$ cat config.mk
export PLATFORM = sky130hd
export DESIGN_NAME = mem_access_stage
export DESIGN_NICKNAME = d
export VERILOG_FILES = /design/src/rtl/mem_access_stage.sv
export SDC_FILE = /design/constraint.sdc
export NUM_CORES = 1
export LEC_CHECK = 0
export CAP_MARGIN = 15
export CORE_AREA = 3 3 107 109
export DETAILED_ROUTE_END_ITERATION = 6
export DIE_AREA = 0 0 110 112
export GPL_ROUTABILITY_DRIVEN = 0
export PLACE_DENSITY = 0.77
export SYNTH_ARGS = -nofsm -noshare
export SYNTH_HDL_FRONTEND = slang
export SYNTH_SLANG_ARGS = --single-unit
$ cat constraint.sdc
create_clock -name CLK -period 6.5 [get_ports CLK]
set_input_delay 1.625 -clock CLK [delete_from_list [all_inputs] [get_ports CLK]]
set_output_delay 1.625 -clock CLK [all_outputs]
set_load 0.02 [all_outputs]
$ cat src/rtl/mem_access_stage.sv
// MEM pipeline stage: issues data-memory requests, stalls the front of the
// pipe until the memory acknowledges, and fills the MEM/WB register.
module mem_access_stage #(
  parameter int unsigned TIMEOUT = 15
) (
  input  logic        CLK,
  input  logic        RESET,
  input  logic        RegWrite,
  input  logic        MemtoReg,
  input  logic        MemWrite,
  input  logic        Branch,
  input  logic        zero,
  input  logic [31:0] ALUOut,
  input  logic [31:0] WriteData,
  input  logic [31:0] PCBranch,
  input  logic [4:0]  WriteReg,
  output logic        mem_req,
  output logic        mem_we,
  output logic [31:0] mem_addr,
  output logic [31:0] mem_wdata,
  input  logic        mem_ack,
  input  logic [31:0] mem_rdata,
  output logic        Stall,
  output logic        PCSrc,
  output logic        wb_RegWrite,
  output logic        wb_MemtoReg,
  output logic [31:0] wb_ReadData,
  output logic [31:0] wb_ALUOut,
  output logic [4:0]  wb_WriteReg,
  output logic        AddrErr,
  output logic        TimeoutErr
);

  localparam int unsigned CNT_W  = 4;
  localparam int unsigned DATA_W = 32;
  localparam int unsigned REG_W  = 5;

  typedef enum logic {
    S_IDLE = 1'b0,
    S_WAIT = 1'b1
  } state_t;

  state_t              state_q, state_d;
  logic [CNT_W-1:0]    cnt_q, cnt_d;
  logic                wb_regwrite_q, wb_regwrite_d;
  logic                wb_memtoreg_q, wb_memtoreg_d;
  logic [DATA_W-1:0]   wb_readdata_q, wb_readdata_d;
  logic [DATA_W-1:0]   wb_aluout_q, wb_aluout_d;
  logic [REG_W-1:0]    wb_writereg_q, wb_writereg_d;
  logic                addr_err_q, addr_err_d;
  logic                timeout_err_q, timeout_err_d;

  logic access;
  logic aligned;
  logic is_load;
  logic start;
  logic cnt_at_limit;
  logic req_raw;
  logic stall_raw;

  // PCBranch passes straight to the fetch stage; it is only carried here.
  logic unused_pcbranch;
  assign unused_pcbranch = ^PCBranch;

  // A simultaneous load+store is handled as a plain store.
  assign access       = MemtoReg | MemWrite;
  assign aligned      = (ALUOut[1:0] == 2'b00);
  assign is_load      = MemtoReg & ~MemWrite;
  assign start        = (state_q == S_IDLE) & access & aligned;
  assign cnt_at_limit = (cnt_q == CNT_W'(TIMEOUT));

  assign req_raw   = start | (state_q == S_WAIT);
  assign stall_raw = start | ((state_q == S_WAIT) & ~mem_ack & ~cnt_at_limit);

  // Reset kills the request and stall immediately, without waiting for a clock.
  assign mem_req   = req_raw & ~RESET;
  assign Stall     = stall_raw & ~RESET;
  assign mem_we    = mem_req & MemWrite;
  assign mem_addr  = mem_req ? {ALUOut[31:2], 2'b00} : '0;
  assign mem_wdata = mem_req ? WriteData : '0;
  assign PCSrc     = Branch & zero & ~Stall;

  // Next state and MEM/WB contents; a bubble is the default on every edge.
  always_comb begin
    state_d       = state_q;
    cnt_d         = cnt_q;
    wb_regwrite_d = 1'b0;
    wb_memtoreg_d = 1'b0;
    wb_readdata_d = '0;
    wb_aluout_d   = '0;
    wb_writereg_d = '0;
    addr_err_d    = 1'b0;
    timeout_err_d = 1'b0;

    case (state_q)
      S_IDLE: begin
        if (access) begin
          if (aligned) begin
            state_d = S_WAIT;
            cnt_d   = '0;
          end else begin
            addr_err_d = 1'b1;
          end
        end else begin
          wb_regwrite_d = RegWrite & (WriteReg != '0);
          wb_aluout_d   = ALUOut;
          wb_writereg_d = WriteReg;
        end
      end
      S_WAIT: begin
        if (mem_ack) begin
          state_d       = S_IDLE;
          cnt_d         = '0;
          wb_regwrite_d = RegWrite & is_load & (WriteReg != '0);
          wb_memtoreg_d = is_load;
          wb_readdata_d = is_load ? mem_rdata : '0;
          wb_aluout_d   = ALUOut;
          wb_writereg_d = WriteReg;
        end else if (cnt_at_limit) begin
          state_d       = S_IDLE;
          cnt_d         = '0;
          timeout_err_d = 1'b1;
        end else begin
          cnt_d = cnt_q + CNT_W'(1);
        end
      end
      default: begin
        state_d = S_IDLE;
        cnt_d   = '0;
      end
    endcase
  end

  always_ff @(posedge CLK or posedge RESET) begin
    if (RESET) begin
      state_q       <= S_IDLE;
      cnt_q         <= '0;
      wb_regwrite_q <= 1'b0;
      wb_memtoreg_q <= 1'b0;
      wb_readdata_q <= '0;
      wb_aluout_q   <= '0;
      wb_writereg_q <= '0;
      addr_err_q    <= 1'b0;
      timeout_err_q <= 1'b0;
    end else begin
      state_q       <= state_d;
      cnt_q         <= cnt_d;
      wb_regwrite_q <= wb_regwrite_d;
      wb_memtoreg_q <= wb_memtoreg_d;
      wb_readdata_q <= wb_readdata_d;
      wb_aluout_q   <= wb_aluout_d;
      wb_writereg_q <= wb_writereg_d;
      addr_err_q    <= addr_err_d;
      timeout_err_q <= timeout_err_d;
    end
  end

  assign wb_RegWrite = wb_regwrite_q;
  assign wb_MemtoReg = wb_memtoreg_q;
  assign wb_ReadData = wb_readdata_q;
  assign wb_ALUOut   = wb_aluout_q;
  assign wb_WriteReg = wb_writereg_q;
  assign AddrErr     = addr_err_q;
  assign TimeoutErr  = timeout_err_q;

endmodule

==> metrics, run 1 <==
run status finished, final reports clean; Initial Util 0.296; postcts setup bufs 0; Layout area overhead 89.7%; core area around 0.011 sq mm; Remaining DRCs 0; Top Ports roughly 280; mux cell area share after synthesis 0; slew of the pin with the lowest slew margin about 950 ps; share of layout cells above drive strength 1 0.138; Pwr Density approximately 210 mW/mm^2; Rel. slew slack 0.367; vias in the first global route between 2000 and 3000; synthesized area around 0.0032 sq mm; Final Hold Viols 0; Unique masters post-synth 28; Resized Gates After CTS 0; routed len/inst approximately 15 microns; initial antenna violation count 0; First-pass DRT Iterations 4; Fin Clk Skew 12.6 ps; Leak 2.64 nW; Avg Cell Area, Syn around 12 sq um; Power, Total around 0.0012 W; cell count after synthesis 263; post-route worst setup slack 1050 ps; max frequency between 150 and 200 MHz; pre-CTS WS ~1000 ps; largest net degree at the start of global routing 79; Final HPWL DP 7730 microns; Hold-fix buffers, CTS 0; Compound-Gate Fraction of Synth Area 0.0229; peak fanout along the critical path 64; post-route cell area approximately 0.0060 sq mm; die height between 100 and 150 microns; Hold Crit Start cnt_q[0]; main combinational cell family by area after synthesis simple AND/OR/NAND/NOR gates; row count 38; TritonCTS clock tree done; GRT Total Usage 0.155; max_cap viols 0; max-slew violations 0; commonest non-fill, non-tap cell in the layout clkdlybuf4s50_1; Routed Antenna Nets 0; Post-Synth Simple-Gate Area 0.327; unrepaired setup endpoints after global routing false; WHS roughly 540 ps; Die X between 100 and 150 microns; Peak VDD IR ~0.15 mV; Hold WC Path Type flop to flop; setup TNS 0 ps; Critical Path AT approximately 3800 ps; Endpoint, Worst Hold cnt_q[0]; reg2reg setup slack about 4600 ps; htree depth 3; CTS Buffer Depth 2; sequential-to-total area share from yosys stat 0.616; wire length of the first global-routing pass approximately 15000 microns; Setup Crit Path Kind input port to output pin; most frequent cells in the layout clkdlybuf4s50_1 (247), and2_1 (86), dfrtp_1 (78), and2_2 (46), clkbuf_8 (11); Post-DP Area 0.00575 sq mm; Critical Path RT between 4000 and 5000 ps; Reg2Reg Launch Point state_q; r2r endpoint wb_RegWrite; startpoint types input port; final net count 653; initial DRC count 125; Yosys reg bits 78; CTS clk-pin slew, worst paths roughly 70 ps; R2R cell count 4; final setup vio count 0; worst skew pair latency roughly 340 ps; CTS sink count 78; total of warnings raised by yosys 0; CP Capture Type output pin; Final period util 0.839; routed vias/inst between 4 and 5; buffers added on ports approximately 250; WHS Path Cells 1; routed wire length about 9600 microns; routed vias between 2000 and 3000; TritonCTS Buffers 9; post-synthesis adder-cell area fraction 0.00395; die area 0.0123 sq mm; crit path time final approximately 5500 ps; Post-Synth XOR/XNOR Area 0; ant diodes 0; clock root buffer clkbuf_8; GRT overflow 0
-- worst max-delay path by stage --
| stage | from | endpoint | slack, ps | cells past startpoint |
|---|---|---|---|---|
| 6_report | ALUOut[1] | mem_wdata[14] | 1050 | 7 |
| 5_1_grt | ALUOut[0] | mem_wdata[20] | 860 | 7 |
| 4_1_cts | ALUOut[0] | mem_wdata[14] | 1000 | 7 |
| 3_5_place_dp | ALUOut[0] | mem_wdata[15] | 1020 | 7 |
| 3_3_place_gp | ALUOut[1] | mem_wdata[14] | 1050 | 7 |
| 2_1_floorplan | ALUOut[1] | PCSrc | 2240 | 4 |
-- registers in the layout, summed over array words and instances (netlist names) --
name and flops:
wb_MemtoReg 1, state_q 1, wb_RegWrite 1, cnt_q 4
wb_WriteReg 5, wb_ReadData 32, TimeoutErr 1, wb_ALUOut 32
AddrErr 1
-- where the power goes --
group          switching (W)  internal [W]
logic               0.000125      0.000156
registers         0.00000986      0.000507
clock network       0.000163      0.000277
total               0.000297      0.000941
-- through the flow --
step                instances  utilization
floorplan                 264            -
global placement          639        0.537
detailed placement        639        0.537
CTS                       655        0.560
global route              656        0.562
finish                    656        0.562
-- synth_stat cells --
master / instances / area (sq um)
a21oi_4: 1 / 16.3
or2b_1: 1 / 7.51
and2_1: 86 / 538
buf_4: 2 / 15.0
dfrtp_1: 78 / 1950
nor3b_4: 1 / 18.8
clkbuf_2: 4 / 20.0
a211o_1: 1 / 8.76
inv_1: 1 / 3.75
and2b_2: 1 / 8.76
and2_2: 46 / 345
buf_2: 1 / 5.00
or2_4: 1 / 8.76
o21ai_0: 4 / 20.0
clkbuf_1: 4 / 15.0
nor3_1: 3 / 15.0
conb_1: 1 / 3.75
nand3b_1: 1 / 7.51
ha_1: 1 / 12.5
o21ai_2: 1 / 8.76
a22o_1: 1 / 8.76
nor2_4: 1 / 11.3
a21oi_1: 2 / 10.0
nand3_1: 2 / 10.0
buf_6: 3 / 33.8
nand2_4: 1 / 11.3
nand2_1: 6 / 22.5
nor2_1: 8 / 30.0
-- per-layer routing --
layer | up-vias | wire length [microns] | track usage
met3 | 12 | 962 | 0.0400
met5 | - | 0 | 0
met2 | 160 | 5180 | 0.291
li1 | 1298 | - | -
met1 | 1256 | 3330 | 0.161
met4 | 0 | 167 | 0.0574
-- worst max-delay path: stages --
cell and delay (ps):
clkdlybuf4s50_1 430, nor2_1 310, a21oi_4 130, nor2_4 90, buf_4 380, and2_1 230, clkdlybuf4s50_1 610
-- cell families (layout without fill, tap and decap cells) --
| kind of cell | after synthesis | count (layout) |
|---|---|---|
| and+or+nand+nor | 158 | 158 |
| DFF | 78 | 78 |
| buffers and inverters | 15 | 267 |
| AOI/OAI and AO/OA | 10 | 10 |
| adders and majority gates | 1 | 1 |
| other | 1 | 2 |
-- layout make-up --
class / count / area [sq um]
Clock buffer: 13 / 159
Clock inverter: 3 / 90.1
Fill cell: 876 / 4690
Inverter: 1 / 5.00
Multi-Input combinational cell: 171 / 1130
Sequential cell: 78 / 1950
Tap cell: 140 / 175
Timing Repair Buffer: 250 / 2500
Power figures use the tool's default switching activity.
==> run 2, diff against run 1 <==
Settings changed: CORE_AREA 3 3 107 109 to 3 3 111 113, DIE_AREA 0 0 110 112 to 0 0 114 116, PLACE_DENSITY 0.77 to 0.75.
Clock period 6.5 ns to 4.9 ns, I/O delays scaled along.
==> run 2 against run 1 <==
Against the previous run: sequential share of layout area shrank 0.56 points; non-clock buffer count unchanged; flip-flop and latch count unchanged; largest power group is now clock; worst setup slack lost 640 ps; routed wire length shrank 0.29%; critical path depth stayed put; global-route usage decreased by 1.1 points.
==> metrics, run 2 (synthesis results as in run 1) <==
Rel. slew slack 0.341 (was 0.367); max_cap viols 0 (unchanged); row count 39 (was 38); run status finished, final reports clean (unchanged); share of layout cells above drive strength 1 0.141 (was 0.138); Top Ports 282 (unchanged); Post-DP Area 0.00577 sq mm (was 0.00575 sq mm); Pwr Density 297 mW/mm^2 (was 206 mW/mm^2); max-slew violations 0 (unchanged); CTS sink count 78 (unchanged); Resized Gates After CTS 0 (unchanged); clock root buffer clkbuf_16 (was clkbuf_8); crit path time final roughly 4500 ps; Reg2Reg Launch Point state_q (unchanged); TritonCTS Buffers 9 (unchanged); routed vias 2783 (was 2726); post-route worst setup slack 405 ps (was 1050 ps); post-route cell area 0.00612 sq mm (was 0.00601 sq mm); CTS clk-pin slew, worst paths 60 ps (was 70 ps); Hold Crit Start cnt_q[2] (was cnt_q[0]); Largest stage delay, worst path 610 ps (about the same); setup TNS 0 ps (unchanged); Final Util 0.536 (was 0.562); vias in the first global route 2960 (was 2913); Sw Share 0.239 (was 0.240); Peak VDD IR 0.225 mV (was 0.151 mV); CP Capture Type output pin (unchanged); worst skew pair latency 320 ps (was 340 ps); wire length of the first global-routing pass 14900 microns (was 14700 microns); TritonCTS clock tree done (unchanged); Top delay family on crit path buffers and inverters (unchanged); routed vias/inst 4.22 (was 4.16); CP dominant cell by count clkdlybuf4s50_1 (unchanged); met3 GRT Util 0.0496 (was 0.0400); Remaining DRCs 0 (unchanged); reg2reg setup slack 3080 ps (was 4610 ps); Hold-fix buffers, CTS 0 (unchanged); commonest non-fill, non-tap cell in the layout clkdlybuf4s50_1 (unchanged); Layout area overhead 93.0% (was 89.7%); gr busiest metal met2 (unchanged); slew of the pin with the lowest slew margin 988 ps (was 950 ps); CTS Buffer Depth 2 (unchanged); Buf/Inv on CP 3 (unchanged); Fin Clk Skew 3.58 ps (was 12.6 ps); Leak 2.68 nW (was 2.64 nW); Final Hold Viols 0 (unchanged); P_sw 0.000434 W (was 0.000297 W); die area 0.0132 sq mm (was 0.0123 sq mm); combinational share of power 0.206 (was 0.227); Cell Chain, Critical Path clkdlybuf4s50_1 > nor2_1 > a21oi_4 > nor2_4 > buf_12 > and2_1 > clkdlybuf4s50_1 (was clkdlybuf4s50_1 > nor2_1 > a21oi_4 > nor2_4 > buf_4 > and2_1 > clkdlybuf4s50_1); met2 global-route usage 0.247 (was 0.291); startpoint types input port (unchanged); Final period util 0.917; Routed Antenna Nets 0 (unchanged); initial DRC count 111 (was 125); slowest stage cell, crit path clkdlybuf4s50_1 (unchanged); First-pass DRT Iterations 4 (unchanged); postcts setup bufs 0 (unchanged); htree depth 3 (unchanged); most frequent cells in the layout clkdlybuf4s50_1 (247), and2_1 (86), dfrtp_1 (78), and2_2 (46), clkbuf_16 (9) (was clkdlybuf4s50_1 (247), and2_1 (86), dfrtp_1 (78), and2_2 (46), clkbuf_8 (11)); Initial Util 0.277 (was 0.296); routed wire length 9610 microns (was 9640 microns); Int Pwr 0.00138 W (was 0.000941 W); Reg power frac 0.378 (was 0.418); r2r endpoint wb_RegWrite (unchanged); Hold WC Path Type flop to flop (unchanged); max frequency 222 MHz; unrepaired setup endpoints after global routing false (unchanged); peak fanout along the critical path 63 (was 64); grt met1 use 0.168 (was 0.161); Endpoint, Worst Hold cnt_q[2] (was cnt_q[0]); Clk pwr share 0.416 (was 0.355); WHS Path Cells 1 (unchanged); R2R cell count 4 (unchanged); die height 116 microns (was 112 microns); ant diodes 0 (unchanged); Critical Path AT 3270 ps (was 3830 ps); final net count 653 (unchanged); GRT overflow 0 (unchanged); largest net degree at the start of global routing 64 (was 79); Critical Path RT 3670 ps (was 4880 ps); pre-CTS WS 384 ps (was 1020 ps); buffers added on ports 247 (unchanged); GRT Total Usage 0.144 (was 0.155); initial antenna violation count 0 (unchanged); Die X 114 microns (was 110 microns); routed len/inst 14.6 microns (was 14.7 microns); Setup Crit Path Kind input port to output pin (unchanged); final setup vio count 0 (unchanged); core area 0.0114 sq mm (was 0.0107 sq mm); Final HPWL DP 7620 microns (was 7730 microns)
==> run 2: cell types whose count changed in the layout (fill, tap and decap cells not counted), sizes merged <==
| cell | previous run | this run |
|---|---|---|
| clkbuf | 13 | 9 |
| inv | 0 | 2 |
| clkinv | 1 | 2 |
| clkinvlp | 0 | 1 |
==> run 2: layout make-up <==
cell class / count / area, sq um
clock buffer: 9 / 225
clock inverter: 7 / 120
tap: 143 / 179
timing repair buffer: 250 / 2510
fill: 1010 / 5300
inverter: 1 / 5.00
multi-input combinational: 171 / 1130
sequential: 78 / 1950
==> run 2: worst max path at each step <==
| stage | slack [ps] | start | cells past startpoint | endpoint |
|---|---|---|---|---|
| global placement | 430 | ALUOut[1] | 7 | mem_wdata[17] |
| floorplan | 1440 | ALUOut[1] | 4 | PCSrc |
| CTS | 370 | ALUOut[1] | 7 | mem_wdata[0] |
| finish | 400 | ALUOut[1] | 7 | mem_wdata[0] |
| detailed placement | 380 | ALUOut[1] | 7 | mem_wdata[0] |
| global route | 270 | ALUOut[1] | 7 | mem_wdata[0] |
==> run 2: metrics by stage <==
| step | cells | hold slack [ps] | total power, W |
|---|---|---|---|
| global placement | 643 | 503 | 0.00107 |
| floorplan | 264 | 473 | 0.000854 |
| finish | 659 | 518 | 0.00182 |
| global route | 659 | 528 | 0.00190 |
| detailed placement | 643 | 505 | 0.00108 |
| CTS | 659 | 510 | 0.00185 |
==> run 2: per-layer routing <==
metal | vias to the layer above | routed length (microns)
li1 | 1301 | -
met3 | 8 | 1010
met4 | 0 | 117
met2 | 168 | 4870
met5 | - | 0
met1 | 1306 | 3610
==> run 2: power groups by stage <==
| stage | combinational, W | clock, W | sequential (W) |
|---|---|---|---|
| floorplan | 0.000122 | 0 | 0.000732 |
| global placement | 0.000375 | 0 | 0.000698 |
| detailed placement | 0.000379 | 0 | 0.000699 |
| CTS | 0.000381 | 0.000780 | 0.000687 |
| global route | 0.000402 | 0.000808 | 0.000690 |
| finish | 0.000374 | 0.000755 | 0.000687 |
==> run 2: worst reg2reg max path, stage by stage (launching register included) <==
cell and delay [ps]:
dfrtp_1 550, nand2_4 100, nor3b_4 780, o21ai_0 170
a21oi_1 150
==> run 3, diff against run 2 <==
Settings changed: CELL_PAD_IN_SITES_DETAIL_PLACEMENT from default to 1, CELL_PAD_IN_SITES_GLOBAL_PLACEMENT from default to 1, CORE_AREA 3 3 111 113 to 3 3 130 132, DIE_AREA 0 0 114 116 to 0 0 133 135, PLACE_DENSITY 0.75 to default, PLACE_DENSITY_LB_ADDON from default to 0.1, RECOVER_POWER from default to 100.
==> run 3 against run 2 <==
Against the previous run: the run now ends with max-capacitance violations, max-slew violations left; hold slack improved by 8.5 ps; global-route usage fell by 1.7 points; cell count rose by 11%.
==> metrics, run 3 (synthesis results as in run 1) <==
run status finished with violations (was finished, final reports clean); violated checks max-capacitance violations, max-slew violations; Leak 2.86 nW (was 2.68 nW); clock root buffer clkbuf_16 (unchanged); Top Ports 282 (unchanged); CP Capture Type output pin (unchanged); Critical Path AT 3420 ps (was 3270 ps); Layout area overhead 92.2% (was 93.0%); crit path time final 4640 ps (was 4500 ps); post-route worst setup slack 259 ps (was 405 ps); CTS clk-pin slew, worst paths 60 ps (about the same); worst skew pair latency 330 ps (was 320 ps); max-slew violations 42 (was 0); vias in the first global route 3168 (was 2960); Reg power frac 0.421 (was 0.378); Setup Crit Path Kind input port to output pin (unchanged); pre-CTS WS 341 ps (was 384 ps); routed len/inst 15.3 microns (was 14.6 microns); largest net degree at the start of global routing 65 (was 64); max_cap viols 1 (was 0); Rel. slew slack -0.262 (was 0.341); slew of the pin with the lowest slew margin 1880 ps (was 988 ps); TritonCTS clock tree done (unchanged); routed vias 2793 (was 2783); Final HPWL DP 8690 microns (was 7620 microns); Routed Antenna Nets 0 (unchanged); combinational share of power 0.224 (was 0.206); GRT Total Usage 0.127 (was 0.144); initial antenna violation count 0 (unchanged); die height 135 microns (was 116 microns); share of layout cells above drive strength 1 0.128 (was 0.141); initial DRC count 71 (was 111); row count 46 (was 39); most frequent cells in the layout clkdlybuf4s50_1 (159), dlygate4sd3_1 (88), dfrtp_1 (78), and2_1 (67), and2_2 (46) (was clkdlybuf4s50_1 (247), and2_1 (86), dfrtp_1 (78), and2_2 (46), clkbuf_16 (9)); CTS Buffer Depth 2 (unchanged); Hold-fix buffers, CTS 0 (unchanged); routed vias/inst 3.83 (was 4.22); Initial Util 0.200 (was 0.277); commonest non-fill, non-tap cell in the layout clkdlybuf4s50_1 (unchanged); setup TNS 0 ps (unchanged); Hold WC Path Type flop to flop (unchanged); Resized Gates After CTS 0 (unchanged); htree depth 3 (unchanged); ant diodes 0 (unchanged); Die X 133 microns (was 114 microns); Critical Path RT 3670 ps (about the same); Pwr Density 267 mW/mm^2 (was 297 mW/mm^2); routed wire length 11200 microns (was 9610 microns); Sw Share 0.262 (was 0.239); unrepaired setup endpoints after global routing false (unchanged); buffers added on ports 247 (unchanged); GRT overflow 0 (unchanged); Peak VDD IR 0.142 mV (was 0.225 mV); Final Util 0.385 (was 0.536); Fin Clk Skew 5.42 ps (was 3.58 ps); wire length of the first global-routing pass 17500 microns (was 14900 microns); peak fanout along the critical path 64 (was 63); postcts setup bufs 0 (unchanged); # placed instances 716 (was 643); Remaining DRCs 0 (unchanged); Layout Cells excl Fill 730 (was 659); Clk pwr share 0.355 (was 0.416); Int Pwr 0.00120 W (was 0.00138 W); die area 0.0180 sq mm (was 0.0132 sq mm); final setup vio count 0 (unchanged); P_sw 0.000426 W (was 0.000434 W); CTS sink count 78 (unchanged); Final Hold Viols 0 (unchanged); max frequency 215 MHz (was 222 MHz); final net count 654 (was 653); Final period util 0.947 (was 0.917); startpoint types input port (unchanged); First-pass DRT Iterations 4 (unchanged); core area 0.0158 sq mm (was 0.0114 sq mm); TritonCTS Buffers 9 (unchanged)
==> run 3: changes by cell type in the layout (fill, tap and decap cells not counted), sizes merged <==
| cell | before | now |
|---|---|---|
| clkbuf | 9 | 13 |
| clkinv | 2 | 3 |
| bufinv | 3 | 0 |
| dlygate4sd3 | 0 | 88 |
| inv | 2 | 0 |
| clkdlybuf4s50 | 247 | 159 |
| buf | 3 | 1 |
==> run 3: area by class of cell <==
type                    instances  area, sq um
clock buffers                  10          229
fillers                      1740         9740
clock inverters                 3         15.0
repair buffers                251         2500
multi-input cells             171         1110
inverters                       1         5.00
well taps                     216          270
flip-flops and latches         78         1950
==> run 3: metal layers <==
metal | vias to the layer above | track usage | wire length [microns]
met5 | - | 0 | 0
met3 | 15 | 0.0630 | 1330
met1 | 1309 | 0.142 | 4270
met2 | 175 | 0.204 | 5330
li1 | 1294 | - | -
met4 | 0 | 0.0600 | 257
==> run 3: stage by stage <==
| step | area [sq um] | power, W | hold WS [ps] |
|---|---|---|---|
| floorplan | 3170 | 0.000854 | 473 |
| global placement | 5860 | 0.00108 | 506 |
| detailed placement | 5860 | 0.00108 | 520 |
| CTS | 6110 | 0.00168 | 532 |
| global route | 6090 | 0.00172 | 573 |
| finish | 6090 | 0.00163 | 527 |
==> run 3: worst max-delay path: stages <==
cell,delay (ps)
dlygate4sd3_1,570
nor2_1,290
a21oi_4,140
nor2_4,120
buf_12,220
and2_1,160
dlygate4sd3_1,670
==> run 3: power by group through the flow <==
stage	Sequential [W]	Combinational [W]	Clock (W)
final	0.000685	0.000364	0.000577
after global routing	0.000689	0.000395	0.000635
after CTS	0.000687	0.000388	0.000605
after detailed placement	0.000699	0.000386	0
after global placement	0.000697	0.000384	0
after floorplan	0.000732	0.000122	0
==> run 3: final timing paths <==
path                       depth (start not counted)              end  slack, ps  startpoint
hold reg to reg                                    1         cnt_q[2]        530    cnt_q[2]
min in group asynchronous                          2          state_q       1910       RESET
hold / removal                                     1         cnt_q[2]        530    cnt_q[2]
setup / recovery                                   7      mem_addr[6]        260   ALUOut[0]
max in group asynchronous                          3  wb_ReadData[18]       1360       RESET
setup reg to reg                                   4  wb_ReadData[24]       2260     state_q
